===== config.mk =====
export PLATFORM = sky130hd
export DESIGN_NAME = spi_reg_bank
export DESIGN_NICKNAME = d
export VERILOG_FILES = /design/src/rtl/spi_reg_bank.sv
export SDC_FILE = /design/constraint.sdc
export NUM_CORES = 1
export LEC_CHECK = 0
export CORE_ASPECT_RATIO = 1.1
export CORE_UTILIZATION = 49
export CTS_CLUSTER_DIAMETER = 120
export DETAILED_ROUTE_END_ITERATION = 10
export PLACE_DENSITY_LB_ADDON = 0.05
export SLEW_MARGIN = 20
export SYNTH_ARGS = -nofsm -noshare
export SYNTH_HDL_FRONTEND = slang
export SYNTH_SLANG_ARGS = --single-unit

===== constraint.sdc =====
create_clock -name clk -period 1.76 [get_ports clk]
set_input_delay 0.264 -clock clk [delete_from_list [all_inputs] [get_ports clk]]
set_output_delay 0.264 -clock clk [all_outputs]
set_load 0.01 [all_outputs]

===== src/rtl/spi_reg_bank.sv =====
// spi_reg_bank
//   SPI mode-0 peripheral with a read/write register bank. Every frame is
//   {rw, addr, data}, sent MSB first; rw=1 writes, rw=0 reads back on cipo.
//   Frames of the wrong length, and writes to addresses that do not exist,
//   are dropped and counted in a saturating error counter.
//
// Ports
//   clk        system clock
//   rst        synchronous reset, active high
//   sclk       SPI clock (asynchronous to clk)
//   copi       SPI data in
//   ncs        SPI chip select, active low
//   cipo       SPI data out (read frames)
//   cipo_oe    cipo output enable
//   regs_flat  register i at [i*DATA_W +: DATA_W]
//   wr_strobe  one-cycle pulse on the register that was just written
//   err_count  saturating count of rejected frames
//
// States
//   state     | meaning
//   ----------+---------------------------------------------------------
//   ST_IDLE   | waiting for a falling edge on ncs
//   ST_SHIFT  | frame in progress: shifting copi, driving cipo on reads
//   ST_COMMIT | one cycle: write the captured data and pulse wr_strobe

module spi_reg_bank #(
   parameter int NUM_REGS    = 5,
   parameter int DATA_W      = 8,
   parameter int ADDR_W      = 7,
   parameter int SYNC_STAGES = 2
) (
   input  logic                         clk,
   input  logic                         rst,
   input  logic                         sclk,
   input  logic                         copi,
   input  logic                         ncs,
   output logic                         cipo,
   output logic                         cipo_oe,
   output logic [NUM_REGS*DATA_W-1:0]   regs_flat,
   output logic [NUM_REGS-1:0]          wr_strobe,
   output logic [7:0]                   err_count
);

   localparam int FRAME = 1 + ADDR_W + DATA_W;
   localparam int CNT_W = $clog2(FRAME + 2);
   localparam int ARM_W = $clog2(SYNC_STAGES + 1);

   localparam logic [CNT_W-1:0]  CNT_FRAME  = CNT_W'(FRAME);
   localparam logic [CNT_W-1:0]  CNT_SAT    = CNT_W'(FRAME + 1);
   // Count value just before the edge that completes the rw+addr header.
   localparam logic [CNT_W-1:0]  CNT_HDR    = CNT_W'(ADDR_W);
   localparam logic [ADDR_W:0]   ADDR_LIMIT = (ADDR_W + 1)'(NUM_REGS);
   localparam logic [ARM_W-1:0]  ARM_DONE   = ARM_W'(SYNC_STAGES);

   typedef enum logic [1:0] {
      ST_IDLE,
      ST_SHIFT,
      ST_COMMIT
   } state_t;

   state_t state, state_nxt;

   logic [SYNC_STAGES-1:0] sclk_sync, copi_sync, ncs_sync;
   logic                   sclk_s, copi_s, ncs_s;
   logic                   sclk_prev, ncs_prev;
   logic                   sclk_rise, sclk_fall, ncs_rise, ncs_fall;

   logic [ARM_W-1:0]       arm_cnt;
   logic                   armed;

   logic [CNT_W-1:0]       bit_cnt;
   logic [FRAME-1:0]       shift_reg;
   logic [FRAME-1:0]       sr_next;
   logic [DATA_W-1:0]      rd_shadow;
   logic [DATA_W-1:0]      rd_val;
   logic [ADDR_W-1:0]      addr_q;
   logic [DATA_W-1:0]      data_q;

   logic                   frm_rw;
   logic [ADDR_W-1:0]      frm_addr;
   logic [DATA_W-1:0]      frm_data;
   logic                   frame_ok;
   logic                   addr_bad;
   logic                   frm_reject;

   logic [DATA_W-1:0]      regs [NUM_REGS];

   // Synchronisers; presets make an idle bus look like sclk=0, ncs=1.
   always_ff @(posedge clk) begin
      if (rst) begin
         sclk_sync <= '0;
         copi_sync <= '0;
         ncs_sync  <= '1;
         sclk_prev <= 1'b0;
         ncs_prev  <= 1'b1;
      end else begin
         sclk_sync <= {sclk_sync[SYNC_STAGES-2:0], sclk};
         copi_sync <= {copi_sync[SYNC_STAGES-2:0], copi};
         ncs_sync  <= {ncs_sync[SYNC_STAGES-2:0], ncs};
         sclk_prev <= sclk_s;
         ncs_prev  <= ncs_s;
      end
   end

   assign sclk_s = sclk_sync[SYNC_STAGES-1];
   assign copi_s = copi_sync[SYNC_STAGES-1];
   assign ncs_s  = ncs_sync[SYNC_STAGES-1];

   assign sclk_rise = ~sclk_prev & sclk_s;
   assign sclk_fall = sclk_prev & ~sclk_s;
   assign ncs_rise  = ~ncs_prev & ncs_s;
   // The preset ncs=1 would turn a chip select already held low at reset
   // release into a fake falling edge. Edges are only honoured once the
   // synchroniser has flushed and ncs has really been seen high.
   assign ncs_fall  = armed & ncs_prev & ~ncs_s;

   always_ff @(posedge clk) begin
      if (rst) begin
         arm_cnt <= '0;
         armed   <= 1'b0;
      end else if (arm_cnt != ARM_DONE) begin
         arm_cnt <= arm_cnt + ARM_W'(1);
      end else if (ncs_s) begin
         armed   <= 1'b1;
      end
   end

   // Frame decode. With exactly FRAME bits shifted in, shift_reg holds the
   // frame as sent, so the fields sit at fixed positions.
   assign sr_next    = {shift_reg[FRAME-2:0], copi_s};
   assign frm_rw     = shift_reg[FRAME-1];
   assign frm_addr   = shift_reg[FRAME-2 -: ADDR_W];
   assign frm_data   = shift_reg[DATA_W-1:0];
   assign frame_ok   = (bit_cnt == CNT_FRAME);
   assign addr_bad   = ({1'b0, frm_addr} >= ADDR_LIMIT);
   assign frm_reject = ~frame_ok | (frm_rw & addr_bad);

   // Read mux for the header-completing edge; addresses that do not exist read 0.
   always_comb begin
      rd_val = '0;
      for (int i = 0; i < NUM_REGS; i++) begin
         if (sr_next[ADDR_W-1:0] == ADDR_W'(i)) begin
            rd_val = regs[i];
         end
      end
   end

   always_ff @(posedge clk) begin
      if (rst) begin
         state <= ST_IDLE;
      end else begin
         state <= state_nxt;
      end
   end

   always_comb begin
      state_nxt = state;
      wr_strobe = '0;
      case (state)
         ST_IDLE: begin
            if (ncs_fall) begin
               state_nxt = ST_SHIFT;
            end
         end
         ST_SHIFT: begin
            if (ncs_rise) begin
               if (!frm_reject && frm_rw) begin
                  state_nxt = ST_COMMIT;
               end else begin
                  state_nxt = ST_IDLE;
               end
            end
         end
         ST_COMMIT: begin
            state_nxt = ST_IDLE;
            for (int i = 0; i < NUM_REGS; i++) begin
               if (addr_q == ADDR_W'(i)) begin
                  wr_strobe[i] = 1'b1;
               end
            end
         end
         default: state_nxt = ST_IDLE;
      endcase
   end

   always_ff @(posedge clk) begin
      if (rst) begin
         bit_cnt   <= '0;
         shift_reg <= '0;
         rd_shadow <= '0;
         addr_q    <= '0;
         data_q    <= '0;
         cipo      <= 1'b0;
         cipo_oe   <= 1'b0;
         err_count <= '0;
      end else begin
         case (state)
            ST_IDLE: begin
               if (ncs_fall) begin
                  bit_cnt   <= '0;
                  shift_reg <= '0;
                  rd_shadow <= '0;
                  cipo      <= 1'b0;
                  cipo_oe   <= 1'b0;
               end
            end
            ST_SHIFT: begin
               // ncs rising wins over any sclk edge seen in the same cycle.
               if (ncs_rise) begin
                  cipo    <= 1'b0;
                  cipo_oe <= 1'b0;
                  addr_q  <= frm_addr;
                  data_q  <= frm_data;
                  if (frm_reject && err_count != 8'hFF) begin
                     err_count <= err_count + 8'd1;
                  end
               end else begin
                  if (sclk_rise) begin
                     shift_reg <= sr_next;
                     if (bit_cnt != CNT_SAT) begin
                        bit_cnt <= bit_cnt + CNT_W'(1);
                     end
                     if (bit_cnt == CNT_HDR && !sr_next[ADDR_W]) begin
                        rd_shadow <= rd_val;
                        cipo_oe   <= 1'b1;
                     end
                  end
                  if (sclk_fall && cipo_oe) begin
                     cipo      <= rd_shadow[DATA_W-1];
                     rd_shadow <= {rd_shadow[DATA_W-2:0], 1'b0};
                  end
               end
            end
            default: begin
            end
         endcase
      end
   end

   always_ff @(posedge clk) begin
      if (rst) begin
         for (int i = 0; i < NUM_REGS; i++) begin
            regs[i] <= '0;
         end
      end else if (state == ST_COMMIT) begin
         for (int i = 0; i < NUM_REGS; i++) begin
            if (addr_q == ADDR_W'(i)) begin
               regs[i] <= data_q;
            end
         end
      end
   end

   for (genvar g = 0; g < NUM_REGS; g++) begin : g_flat
      assign regs_flat[g*DATA_W +: DATA_W] = regs[g];
   end

endmodule


# After elaboration in Yosys (flattened, before gate mapping)
# Memory sizes are Yosys's and may differ from the RTL's.
# Index checks and enable logic that the tools add are counted.
# totals
regBits	67
ram_bits	40
input_bits	5
output_inout_bits	55
word_cells	143
n_memories	1
# classes
n_addsub	3
magnitude_cmp	1
eq_ne	25
n_mux	60
bitwise_logic	18
n_reduce_logical	19
# mem_list
memory	depth	width	read_ports	rd_ports_with_merged_regs	wr	line	source
regs	5	8	5	0	5	86	logic [DATA_W-1:0] regs [NUM_REGS];
# op_table
op	n
8-bit 2-to-1 mux	15
16-bit 2-to-1 mux	3
16-bit case mux with 2 select lines	1
7-bit by 2-bit equality test with 1-bit output (second input constant)	4
1-bit 2-to-1 mux	28
5-bit 2-to-1 mux	5
8-bit case mux with 2 select lines	1
3-bit inequality test (second input constant)	5
7-bit by 1-bit equality test with 1-bit output (second input constant)	2
7-bit by 3-bit equality test with 1-bit output (second input constant)	2
7-bit logical NOT	2
2-bit inequality test (second input constant)	6
5-bit case mux with 2 select lines	1
5-bit AND reduction	2
8-bit by 1-bit adder with 8-bit output (second input constant)	1
8-bit inequality test (second input constant)	1
4-bit AND reduction	2
7-bit by 3-bit >= comparator with 1-bit output (second input constant)	1
1-bit bitwise AND	6
2-bit 2-to-1 mux	3
1-bit NOT	6
1-bit OR	6
2-bit AND reduction	3
3-bit AND reduction	2
13 further kinds	18

# Longest topological paths before layout
# Gate-level depths: netlist (run 1).
# logic_depth
depth_word	11
ltp_mapped	7
ltp_nobuf	7

# Worst setup path after synthesis (run 1)
# OpenSTA, ideal clock, no wires.
# synth_path
kind	reg-to-reg
start	register addr_q[3]
end	memory regs[1][2] (netlist: regs[0][10]) (enable)
setup_time_ps	329
t_arrival_ps	1545
required_ps	1431
setup_slack_ps	-114
stages_incl_launch_ff	6
path_buffers	0
synth_period_minus_slack_ps	1874
path_cell_list	dfxtp_1 nor4_1 nor4b_1 nand2_1 nor2_1 or2_1
# synth_rtl
item	line	source
start: declaration	76	logic [ADDR_W-1:0] addr_q;
start signal: assignment	212	addr_q <= frm_addr;
end: declaration	86	

# Worst setup path in the final report (run 1)
# layout_path
start	register addr_q[3]
end	output wr_strobe[1]
# layout_via
elab_chain_len	3
# layout_lines
item	line	source
7-bit by 1-bit equality test with 1-bit output	177	if (addr_q == ADDR_W'(i)) begin
1-bit 2-to-1 mux	177	
5-bit 2-to-1 mux	159	case (state)
end: declaration	40	output logic [NUM_REGS-1:0] wr_strobe,
# Every way passes these cells.

==> report_table.html, run 1 <==
<table>
<tr><th>Metric</th><th>Value</th></tr>
<tr><th colspan="2">Worst hold path</th></tr>
<tr><td>Worst Hold End</td><td>copi_sync[0]$_SDFF_PP0_</td></tr>
<tr><td>Start point of the worst min-delay path</td><td>rst</td></tr>
<tr><td>Path class of the lowest-slack min-delay path</td><td>in2reg</td></tr>
<tr><td>WHS Path Cells</td><td>3</td></tr>
<tr><th colspan="2">Detailed routing</th></tr>
<tr><td>Via-to-Cell Ratio</td><td>5.46</td></tr>
<tr><td>Number of antenna-violating nets in the routed design</td><td>0</td></tr>
<tr><td>Vias post-DR</td><td>3,440</td></tr>
<tr><td>Iteration-0 DRC Markers</td><td>95</td></tr>
<tr><td>Number of optimization iterations in the first detailed-route pass</td><td>6</td></tr>
<tr><td>DR WL/cell</td><td>16.1 um</td></tr>
<tr><td>Final wirelength</td><td>10,100 um</td></tr>
<tr><td>Remaining design rule violation count</td><td>0</td></tr>
<tr><th colspan="2">Clocking</th></tr>
<tr><td>CTS sink cnt</td><td>107</td></tr>
<tr><td>Clock tree from TritonCTS</td><td>done</td></tr>
<tr><td>Root Buffer</td><td>clkbuf_8</td></tr>
<tr><td>Hold buffer count at CTS</td><td>0</td></tr>
<tr><td>H-tree lvl count</td><td>3</td></tr>
<tr><td>Clock latency of the later-clocked register in the worst-skew pair</td><td>0.37 ns</td></tr>
<tr><td>Reg clk slew, reported paths</td><td>0.10 ns</td></tr>
<tr><td>Cts bufs inserted</td><td>9</td></tr>
<tr><td>Worst-case clock buffer depth</td><td>2</td></tr>
<tr><th colspan="2">Synthesis</th></tr>
<tr><td>Most frequently used cell type in the post-synthesis netlist</td><td>dfxtp_1</td></tr>
<tr><td>Number of enable flip-flop cells after synthesis</td><td>40</td></tr>
<tr><td>Area share of the leading cell type in the synthesized netlist</td><td>30.0%</td></tr>
<tr><td>Synth Cell Area</td><td>4470 um^2</td></tr>
<tr><td>Post-Synthesis Net Count</td><td>440</td></tr>
<tr><td>Unique cell type count in the Yosys netlist</td><td>57</td></tr>
<tr><td>Top cells by count, synth</td><td>dfxtp_1 (67), nand2_1 (56), edfxtp_1 (40), a21oi_1 (39), nor2_1 (31)</td></tr>
<tr><td>Largest cells by area after synthesis</td><td>dfxtp_1 (30%), edfxtp_1 (27%), nand2_1 (4.7%)</td></tr>
<tr><td>Synth warn</td><td>0</td></tr>
<tr><td>Share of async-settable or async-resettable flops after synthesis</td><td>0%</td></tr>
<tr><td>Register bit count reported by yosys</td><td>107</td></tr>
<tr><td>Post-Synthesis Cells</td><td>430</td></tr>
<tr><td>Fraction of the yosys area taken by sequential cells</td><td>56.9%</td></tr>
<tr><td>Flip-flop cell with the highest count after synthesis</td><td>dfxtp_1</td></tr>
<tr><td>Synthesized area per cell</td><td>10.4 um^2</td></tr>
<tr><td>Cell type with the highest aggregate area in the netlist</td><td>dfxtp_1</td></tr>
<tr><th colspan="2">Layout</th></tr>
<tr><td>Flip-flop count of the largest register after layout</td><td>40</td></tr>
<tr><td>Layout-stage area growth over the synthesis result</td><td>26.2%</td></tr>
<tr><td>Post-route design area</td><td>5640 um^2</td></tr>
<tr><td>Fraction of layout cells with a size suffix above 1</td><td>18.4%</td></tr>
<tr><td>Final antenna diode count</td><td>0</td></tr>
<tr><td>Net count of the finished layout</td><td>521</td></tr>
<tr><td>Final Non-Filler Cells</td><td>630</td></tr>
<tr><th colspan="2">Critical path</th></tr>
<tr><td>Required time worst endpoint</td><td>1.50 ns</td></tr>
<tr><td>Type of origin of the critical path</td><td>register</td></tr>
<tr><td>Slowest cell on the critical path</td><td>dfxtp_2</td></tr>
<tr><td>Number of cells on the critical path</td><td>7</td></tr>
<tr><td>Launch instance of the worst register-to-register path</td><td>addr_q[3]$_SDFFE_PP0P_</td></tr>
<tr><td>CP Buf/Inv Count</td><td>3</td></tr>
<tr><td>Crit-path most repeated cell</td><td>buf_6</td></tr>
<tr><td>Capturing point of the worst reg2reg path</td><td>regs[0][14]$_DFFE_PP_</td></tr>
<tr><td>Setup slack of the most critical reg-to-reg path</td><td>-0.25 ns</td></tr>
<tr><td>Worst-path fanout max</td><td>2</td></tr>
<tr><td>Number of cells on the worst reg-to-reg path</td><td>9</td></tr>
<tr><td>Ordered list of cells on the worst path</td><td>nor4_4 -&gt; nor4b_4 -&gt; buf_4 -&gt; buf_6 -&gt; nand2_4 -&gt; nor2_4 -&gt; buf_6</td></tr>
<tr><td>Type of element capturing the critical path</td><td>output port</td></tr>
<tr><td>Critical path's top delay family</td><td>simple AND/OR/NAND/NOR gates</td></tr>
<tr><td>Data arrival time at the worst-slack endpoint</td><td>1.82 ns</td></tr>
<tr><td>CP max stage delay</td><td>0.35 ns</td></tr>
<tr><td>Crit Path Class</td><td>reg2out</td></tr>
<tr><th colspan="2">Floorplanning</th></tr>
<tr><td>Width of the chip</td><td>93.0 um</td></tr>
<tr><td>Starting density of the core</td><td>50.3%</td></tr>
<tr><td>Cell Rows</td><td>36</td></tr>
<tr><td>I/O pin count</td><td>60</td></tr>
<tr><td>Die Ht</td><td>102 um</td></tr>
<tr><td>Floorplan die area</td><td>9500 um^2</td></tr>
<tr><td>Standard cell core area</td><td>8870 um^2</td></tr>
<tr><th colspan="2">STA</th></tr>
<tr><td>Unrepaired setup endpoints after global routing</td><td>yes</td></tr>
<tr><td>Count of endpoints failing setup in the final report</td><td>28</td></tr>
<tr><td>Hold slack final</td><td>0.412 ns</td></tr>
<tr><td>Final Slew Violations</td><td>0</td></tr>
<tr><td>Worst Clk Skew</td><td>0.0135 ns</td></tr>
<tr><td>Maximum clock frequency</td><td>0.479 GHz</td></tr>
<tr><td>Final number of hold-violating endpoints</td><td>0</td></tr>
<tr><td>Shortest period the worst path allows</td><td>2.09 ns</td></tr>
<tr><td>Actual slew at the worst max-slew pin</td><td>0.388 ns</td></tr>
<tr><td>Slew headroom</td><td>73.9%</td></tr>
<tr><td>Post-route clock period utilization</td><td>119%</td></tr>
<tr><td>Post-route worst setup slack</td><td>-0.327 ns</td></tr>
<tr><th colspan="2">Placement</th></tr>
<tr><td>Standard cell area after detailed placement</td><td>5360 um^2</td></tr>
<tr><td>Final weighted congestion of routability-driven global placement</td><td>0.812</td></tr>
<tr><td>Quantity of I/O buffers inserted on ports</td><td>59</td></tr>
<tr><td>Post-detail-place hpwl</td><td>7460 um</td></tr>
<tr><td>Number of instances in the placed design</td><td>609</td></tr>
<tr><td>Worst setup slack after placement</td><td>-0.297 ns</td></tr>
<tr><th colspan="2">Pwr</th></tr>
<tr><td>Worst ir drop on vdd</td><td>0.000317 V</td></tr>
<tr><td>Static leakage power</td><td>0.00203 uW</td></tr>
<tr><td>Total power per unit cell area</td><td>781 nW/um^2</td></tr>
<tr><th colspan="2">Flow run</th></tr>
<tr><td>Number of max-cap violations</td><td>0</td></tr>
<tr><th colspan="2">GRT</th></tr>
<tr><td>First-pass GRT wire length</td><td>16,400 um</td></tr>
<tr><td>Grt total ovfl</td><td>0</td></tr>
<tr><td>Total GRT Usage</td><td>22.7%</td></tr>
<tr><td>Largest net degree at the start of global routing</td><td>54</td></tr>
<tr><td>Antenna violations before repair</td><td>0</td></tr>
<tr><td>Via count of the first global-routing pass</td><td>3,337</td></tr>
<tr><th colspan="2">Run status</th></tr>
<tr><td>Failing checks</td><td>setup timing</td></tr>
<tr><td>Run status</td><td>complete, but fails checks</td></tr>
</table>
## cell usage in the layout (no fill, tap or decap), types with 4 or more instances in the layout
master and n:
nor3_1 5, nand4_1 7, a21o_2 5, dfxtp_2 4
nand2_1 55, inv_1 5, and2_1 6, or2_1 4
ha_1 4, xor2_1 5, and2_2 6, buf_4 29
nor2_1 27, buf_12 4, nand3_1 24, o221ai_1 5
o21ai_0 9, clkbuf_8 9, clkdlybuf4s50_1 53, a21oi_1 39
and3_1 4, dfxtp_1 63, a32o_1 7, nor2b_1 8
a221o_1 6, mux2i_1 9, buf_2 5, edfxtp_1 40
or2_2 5
## logic make-up (layout without fill, tap and decap cells)
group | Yosys count | in the layout | synth area share, %
simple gates | 182 | 182 | 21.0
flops | 107 | 107 | 56.9
compound gates | 88 | 88 | 13.6
buf+inv | 29 | 115 | 3.03
mux | 11 | 11 | 2.52
xor+xnor | 8 | 8 | 1.57
fa+ha+maj | 5 | 5 | 1.40
## worst max-delay path by stage
stage,from,slack (ns),endpoint
after floorplan,addr_q[3]$_SDFFE_PP0P_,0.02,regs[0][16]$_DFFE_PP_
final,addr_q[3]$_SDFFE_PP0P_,-0.33,wr_strobe[1]
after detailed placement,addr_q[3]$_SDFFE_PP0P_,-0.30,wr_strobe[1]
after global placement,addr_q[3]$_SDFFE_PP0P_,-0.26,wr_strobe[1]
after CTS,state[0]$_SDFFE_PP0P_,-0.28,wr_strobe[2]
after global routing,addr_q[3]$_SDFFE_PP0P_,-0.42,wr_strobe[1]
## tightest hold or removal path, cell delays in order
cell     delay [ns]
buf_2          0.18
buf_4          0.21
nor2b_1        0.10
## layer usage
layer / up-vias / GRT usage, % / wire [um] / part of all wire (%)
li1: 1711 / - / - / -
met1: 1641 / 27.1 / 4300 / 42
met2: 72 / 41.9 / 5400 / 53
met3: 16 / 2.83 / 262 / 2.6
met4: 0 / 8.76 / 184 / 1.8
met5: - / 0 / 0 / 0
## power by group
part,internal (uW),total (uW),switching (uW)
registers,2630,2670,40.5
logic,169,363,193
clock network,528,1370,839
## timing repair
item / CTS / global route
setup buffers: 4 / 1
pin swaps: 5 / 5
setup endpoints to repair: 37 / 83
gates resized for setup: 28 / 19
## per-stage QoR
step           total power [uW]  setup TNS, ns  util, %
4_1_cts                    4430          -2.21     62.8
5_1_grt                    4580          -6.68     63.5
3_3_place_gp               3080          -1.86     60.4
6_report                   4400          -4.07     63.5
2_1_floorplan              2930              0        -
3_5_place_dp               3090          -3.01     60.4
## cell type report
class / count / area, um^2
clock buffers: 10 / 128
clock inverters: 6 / 47.5
fillers: 754 / 3240
inverters: 6 / 22.5
multi-input cells: 294 / 1870
flip-flops and latches: 107 / 2550
well taps: 114 / 143
repair buffers: 93 / 876
Power figures use the tool's default switching activity.
==> inputs of run 2 (changes only) <==
==> constraint.sdc (replaced) <==
create_clock -name clk -period 1.76 [get_ports clk]
set_input_delay 0.352 -clock clk [delete_from_list [all_inputs] [get_ports clk]]
set_output_delay 0.352 -clock clk [all_outputs]
set_load 0.01 [all_outputs]
==> report_table.html, run 2 (synthesis gave the netlist of run 1 again) <==
<table>
<tr><th>Metric</th><th>Value</th></tr>
<tr><th colspan="2">Layout</th></tr>
<tr><td>Final antenna diode count</td><td>0 (unchanged)</td></tr>
<tr><td>Net count of the finished layout</td><td>522 (was 521)</td></tr>
<tr><td>Layout-stage area growth over the synthesis result</td><td>26.0% (was 26.2%)</td></tr>
<tr><td>Fraction of layout cells with a size suffix above 1</td><td>18.4% (about the same)</td></tr>
<tr><td>Fraction of the core area covered by cells at the end of the flow</td><td>63.4% (was 63.5%)</td></tr>
<tr><td>Most frequent cells in the layout</td><td>dfxtp_1 (63), nand2_1 (55), clkdlybuf4s50_1 (53) (unchanged)</td></tr>
<tr><td>Most common library cell in the layout ignoring fill and taps</td><td>dfxtp_1 (unchanged)</td></tr>
<tr><td>Number of filler cells placed in the layout</td><td>751 (was 754)</td></tr>
<tr><td>Flip-flop count of the largest register after layout</td><td>40 (unchanged)</td></tr>
<tr><th colspan="2">Clocking</th></tr>
<tr><td>Root Buffer</td><td>clkbuf_8 (unchanged)</td></tr>
<tr><td>Cts bufs inserted</td><td>9 (unchanged)</td></tr>
<tr><td>Clock tree from TritonCTS</td><td>done (unchanged)</td></tr>
<tr><td>Clock latency of the later-clocked register in the worst-skew pair</td><td>0.37 ns (about the same)</td></tr>
<tr><td>H-tree lvl count</td><td>3 (unchanged)</td></tr>
<tr><td>Reg clk slew, reported paths</td><td>0.10 ns (about the same)</td></tr>
<tr><td>Worst-case clock buffer depth</td><td>2 (unchanged)</td></tr>
<tr><td>CTS sink cnt</td><td>107 (unchanged)</td></tr>
<tr><th colspan="2">Critical path</th></tr>
<tr><td>CP max stage delay</td><td>0.35 ns (about the same)</td></tr>
<tr><td>Crit Path Class</td><td>reg2out (unchanged)</td></tr>
<tr><td>Setup slack of the most critical reg-to-reg path</td><td>-0.17 ns (was -0.25 ns)</td></tr>
<tr><td>Ordered list of cells on the worst path</td><td>nor4_4 -&gt; nor4b_4 -&gt; buf_4 -&gt; buf_6 -&gt; and3b_1 -&gt; buf_2 (was nor4_4 -&gt; nor4b_4 -&gt; buf_4 -&gt; buf_6 -&gt; nand2_4 -&gt; nor2_4 -&gt; buf_6)</td></tr>
<tr><td>Worst-path fanout max</td><td>2 (unchanged)</td></tr>
<tr><td>Type of element capturing the critical path</td><td>output port (unchanged)</td></tr>
<tr><td>Launch instance of the worst register-to-register path</td><td>addr_q[3]$_SDFFE_PP0P_ (unchanged)</td></tr>
<tr><td>Number of cells on the worst reg-to-reg path</td><td>9 (unchanged)</td></tr>
<tr><td>CP Buf/Inv Count</td><td>3 (unchanged)</td></tr>
<tr><td>Slowest cell on the critical path</td><td>dfxtp_2 (unchanged)</td></tr>
<tr><td>Capturing point of the worst reg2reg path</td><td>regs[0][14]$_DFFE_PP_ (unchanged)</td></tr>
<tr><td>Critical path's top delay family</td><td>simple AND/OR/NAND/NOR gates (unchanged)</td></tr>
<tr><td>Required time worst endpoint</td><td>1.41 ns (was 1.50 ns)</td></tr>
<tr><td>Data arrival time at the worst-slack endpoint</td><td>1.78 ns (was 1.82 ns)</td></tr>
<tr><td>Type of origin of the critical path</td><td>register (unchanged)</td></tr>
<tr><th colspan="2">STA</th></tr>
<tr><td>Slew headroom</td><td>77.6% (was 73.9%)</td></tr>
<tr><td>Post-route clock period utilization</td><td>121% (was 119%)</td></tr>
<tr><td>Final Slew Violations</td><td>0 (unchanged)</td></tr>
<tr><td>Shortest period the worst path allows</td><td>2.14 ns (was 2.09 ns)</td></tr>
<tr><td>Count of endpoints failing setup in the final report</td><td>21 (was 28)</td></tr>
<tr><td>Post-route worst setup slack</td><td>-0.375 ns (was -0.327 ns)</td></tr>
<tr><td>Actual slew at the worst max-slew pin</td><td>0.333 ns (was 0.388 ns)</td></tr>
<tr><td>Maximum clock frequency</td><td>0.468 GHz (was 0.479 GHz)</td></tr>
<tr><td>Unrepaired setup endpoints after global routing</td><td>yes (unchanged)</td></tr>
<tr><td>Worst Clk Skew</td><td>0.0137 ns (was 0.0135 ns)</td></tr>
<tr><td>Final number of hold-violating endpoints</td><td>0 (unchanged)</td></tr>
<tr><th colspan="2">Detailed routing</th></tr>
<tr><td>Via-to-Cell Ratio</td><td>5.39 (was 5.46)</td></tr>
<tr><td>Final wirelength</td><td>9830 um (was 10,100 um)</td></tr>
<tr><td>Vias post-DR</td><td>3,399 (was 3,440)</td></tr>
<tr><td>Number of antenna-violating nets in the routed design</td><td>0 (unchanged)</td></tr>
<tr><td>DR WL/cell</td><td>15.6 um (was 16.1 um)</td></tr>
<tr><td>Remaining design rule violation count</td><td>0 (unchanged)</td></tr>
<tr><td>Iteration-0 DRC Markers</td><td>144 (was 95)</td></tr>
<tr><td>Number of optimization iterations in the first detailed-route pass</td><td>4 (was 6)</td></tr>
<tr><th colspan="2">Worst hold path</th></tr>
<tr><td>Worst Hold End</td><td>ncs_sync[1]$_SDFF_PP1_ (was copi_sync[0]$_SDFF_PP0_)</td></tr>
<tr><td>Start point of the worst min-delay path</td><td>ncs_sync[0]$_SDFF_PP1_ (was rst)</td></tr>
<tr><td>WHS Path Cells</td><td>1 (was 3)</td></tr>
<tr><td>Path class of the lowest-slack min-delay path</td><td>reg2reg (was in2reg)</td></tr>
<tr><th colspan="2">Floorplanning</th></tr>
<tr><td>Width of the chip</td><td>93.0 um (unchanged)</td></tr>
<tr><td>Starting density of the core</td><td>50.3% (unchanged)</td></tr>
<tr><td>Die Ht</td><td>102 um (unchanged)</td></tr>
<tr><td>Floorplan die area</td><td>9500 um^2 (unchanged)</td></tr>
<tr><td>I/O pin count</td><td>60 (unchanged)</td></tr>
<tr><td>Standard cell core area</td><td>8870 um^2 (unchanged)</td></tr>
<tr><td>Cell Rows</td><td>36 (unchanged)</td></tr>
<tr><th colspan="2">Run status</th></tr>
<tr><td>Run status</td><td>complete, but fails checks (unchanged)</td></tr>
<tr><td>Failing checks</td><td>setup timing (unchanged)</td></tr>
<tr><th colspan="2">GRT</th></tr>
<tr><td>Largest net degree at the start of global routing</td><td>54 (unchanged)</td></tr>
<tr><td>Antenna violations before repair</td><td>0 (unchanged)</td></tr>
<tr><td>Total GRT Usage</td><td>22.0% (was 22.7%)</td></tr>
<tr><td>First-pass GRT wire length</td><td>16,100 um (was 16,400 um)</td></tr>
<tr><td>Via count of the first global-routing pass</td><td>3,208 (was 3,337)</td></tr>
<tr><td>Grt total ovfl</td><td>0 (unchanged)</td></tr>
<tr><th colspan="2">Pwr</th></tr>
<tr><td>Static leakage power</td><td>0.00204 uW (was 0.00203 uW)</td></tr>
<tr><td>Design Power</td><td>4410 uW (was 4400 uW)</td></tr>
<tr><td>Total power per unit cell area</td><td>784 nW/um^2 (was 781 nW/um^2)</td></tr>
<tr><td>Worst ir drop on vdd</td><td>0.000430 V (was 0.000317 V)</td></tr>
<tr><th colspan="2">Flow run</th></tr>
<tr><td>Number of max-cap violations</td><td>0 (unchanged)</td></tr>
<tr><th colspan="2">Placement</th></tr>
<tr><td>Quantity of I/O buffers inserted on ports</td><td>59 (unchanged)</td></tr>
<tr><td>Final weighted congestion of routability-driven global placement</td><td>0.855 (was 0.812)</td></tr>
<tr><td>Post-detail-place hpwl</td><td>7300 um (was 7460 um)</td></tr>
<tr><td>Worst setup slack after placement</td><td>-0.362 ns (was -0.297 ns)</td></tr>
</table>
## run 2: cell types whose count changed in the layout (fill, tap and decap cells not counted), sizes merged
cell / delta
buf: +1
## run 2: timing repair
action                                  CTS  global route
setup buffers                             4             1
hold buffers                              0             0
resized for setup                        28            17
endpoints found under the setup margin   38            84
pin swaps                                 3             3
## run 2: how the worst max path moves through the flow
stage | start | to | cells past startpoint
after detailed placement | addr_q[3]$_SDFFE_PP0P_ | wr_strobe[1] | 5
after CTS | state[0]$_SDFFE_PP0P_ | wr_strobe[2] | 6
after global placement | addr_q[3]$_SDFFE_PP0P_ | wr_strobe[1] | 5
final | addr_q[3]$_SDFFE_PP0P_ | wr_strobe[2] | 6
after floorplan | addr_q[3]$_SDFFE_PP0P_ | regs[0][16]$_DFFE_PP_ | 4
after global routing | addr_q[3]$_SDFFE_PP0P_ | wr_strobe[2] | 6
## run 2: worst register-to-register path, stage by stage (launching register included)
cell	delay, ns
dfxtp_2	0.35
nor4_4	0.28
nor4b_4	0.25
buf_4	0.15
buf_6	0.09
nand2_4	0.05
nor2_4	0.10
buf_4	0.10
buf_4	0.08
or2_4	0.18
## run 2: layout make-up
type / instances / area (um^2) / area share, %
Tap cell: 114 / 143 / 2.53
Clock buffer: 10 / 128 / 2.27
Inverter: 6 / 22.5 / 0.400
Multi-Input combinational cell: 294 / 1860 / 33.1
Sequential cell: 107 / 2550 / 45.3
Clock inverter: 6 / 50.0 / 0.889
Timing Repair Buffer: 94 / 877 / 15.6
## run 2: per-layer routing
metal | part of all wire (%) | up-vias | global-route usage, %
met5 | 0 | - | 0
met4 | 1.0 | 0 | 6.51
met3 | 2.6 | 9 | 3.65
met2 | 51 | 50 | 39.1
met1 | 45 | 1617 | 27.4
li1 | - | 1723 | -
## run 2: where the power goes
| part | switching [uW] | internal, uW |
|---|---|---|
| clock network | 847 | 531 |
| logic | 196 | 170 |
| registers | 39.3 | 2630 |
| total | 1080 | 3330 |
## run 2: per-stage QoR
stage          instance area [um^2]  instances  hold WS, ns  TNS, ns
2_1_floorplan                  4480        430        0.389        0
3_3_place_gp                   5370        610        0.410    -2.49
3_5_place_dp                   5370        610        0.398    -2.57
4_1_cts                        5580        630        0.433    -2.31
5_1_grt                        5630        631        0.452    -6.18
6_report                       5630        631        0.438    -3.08
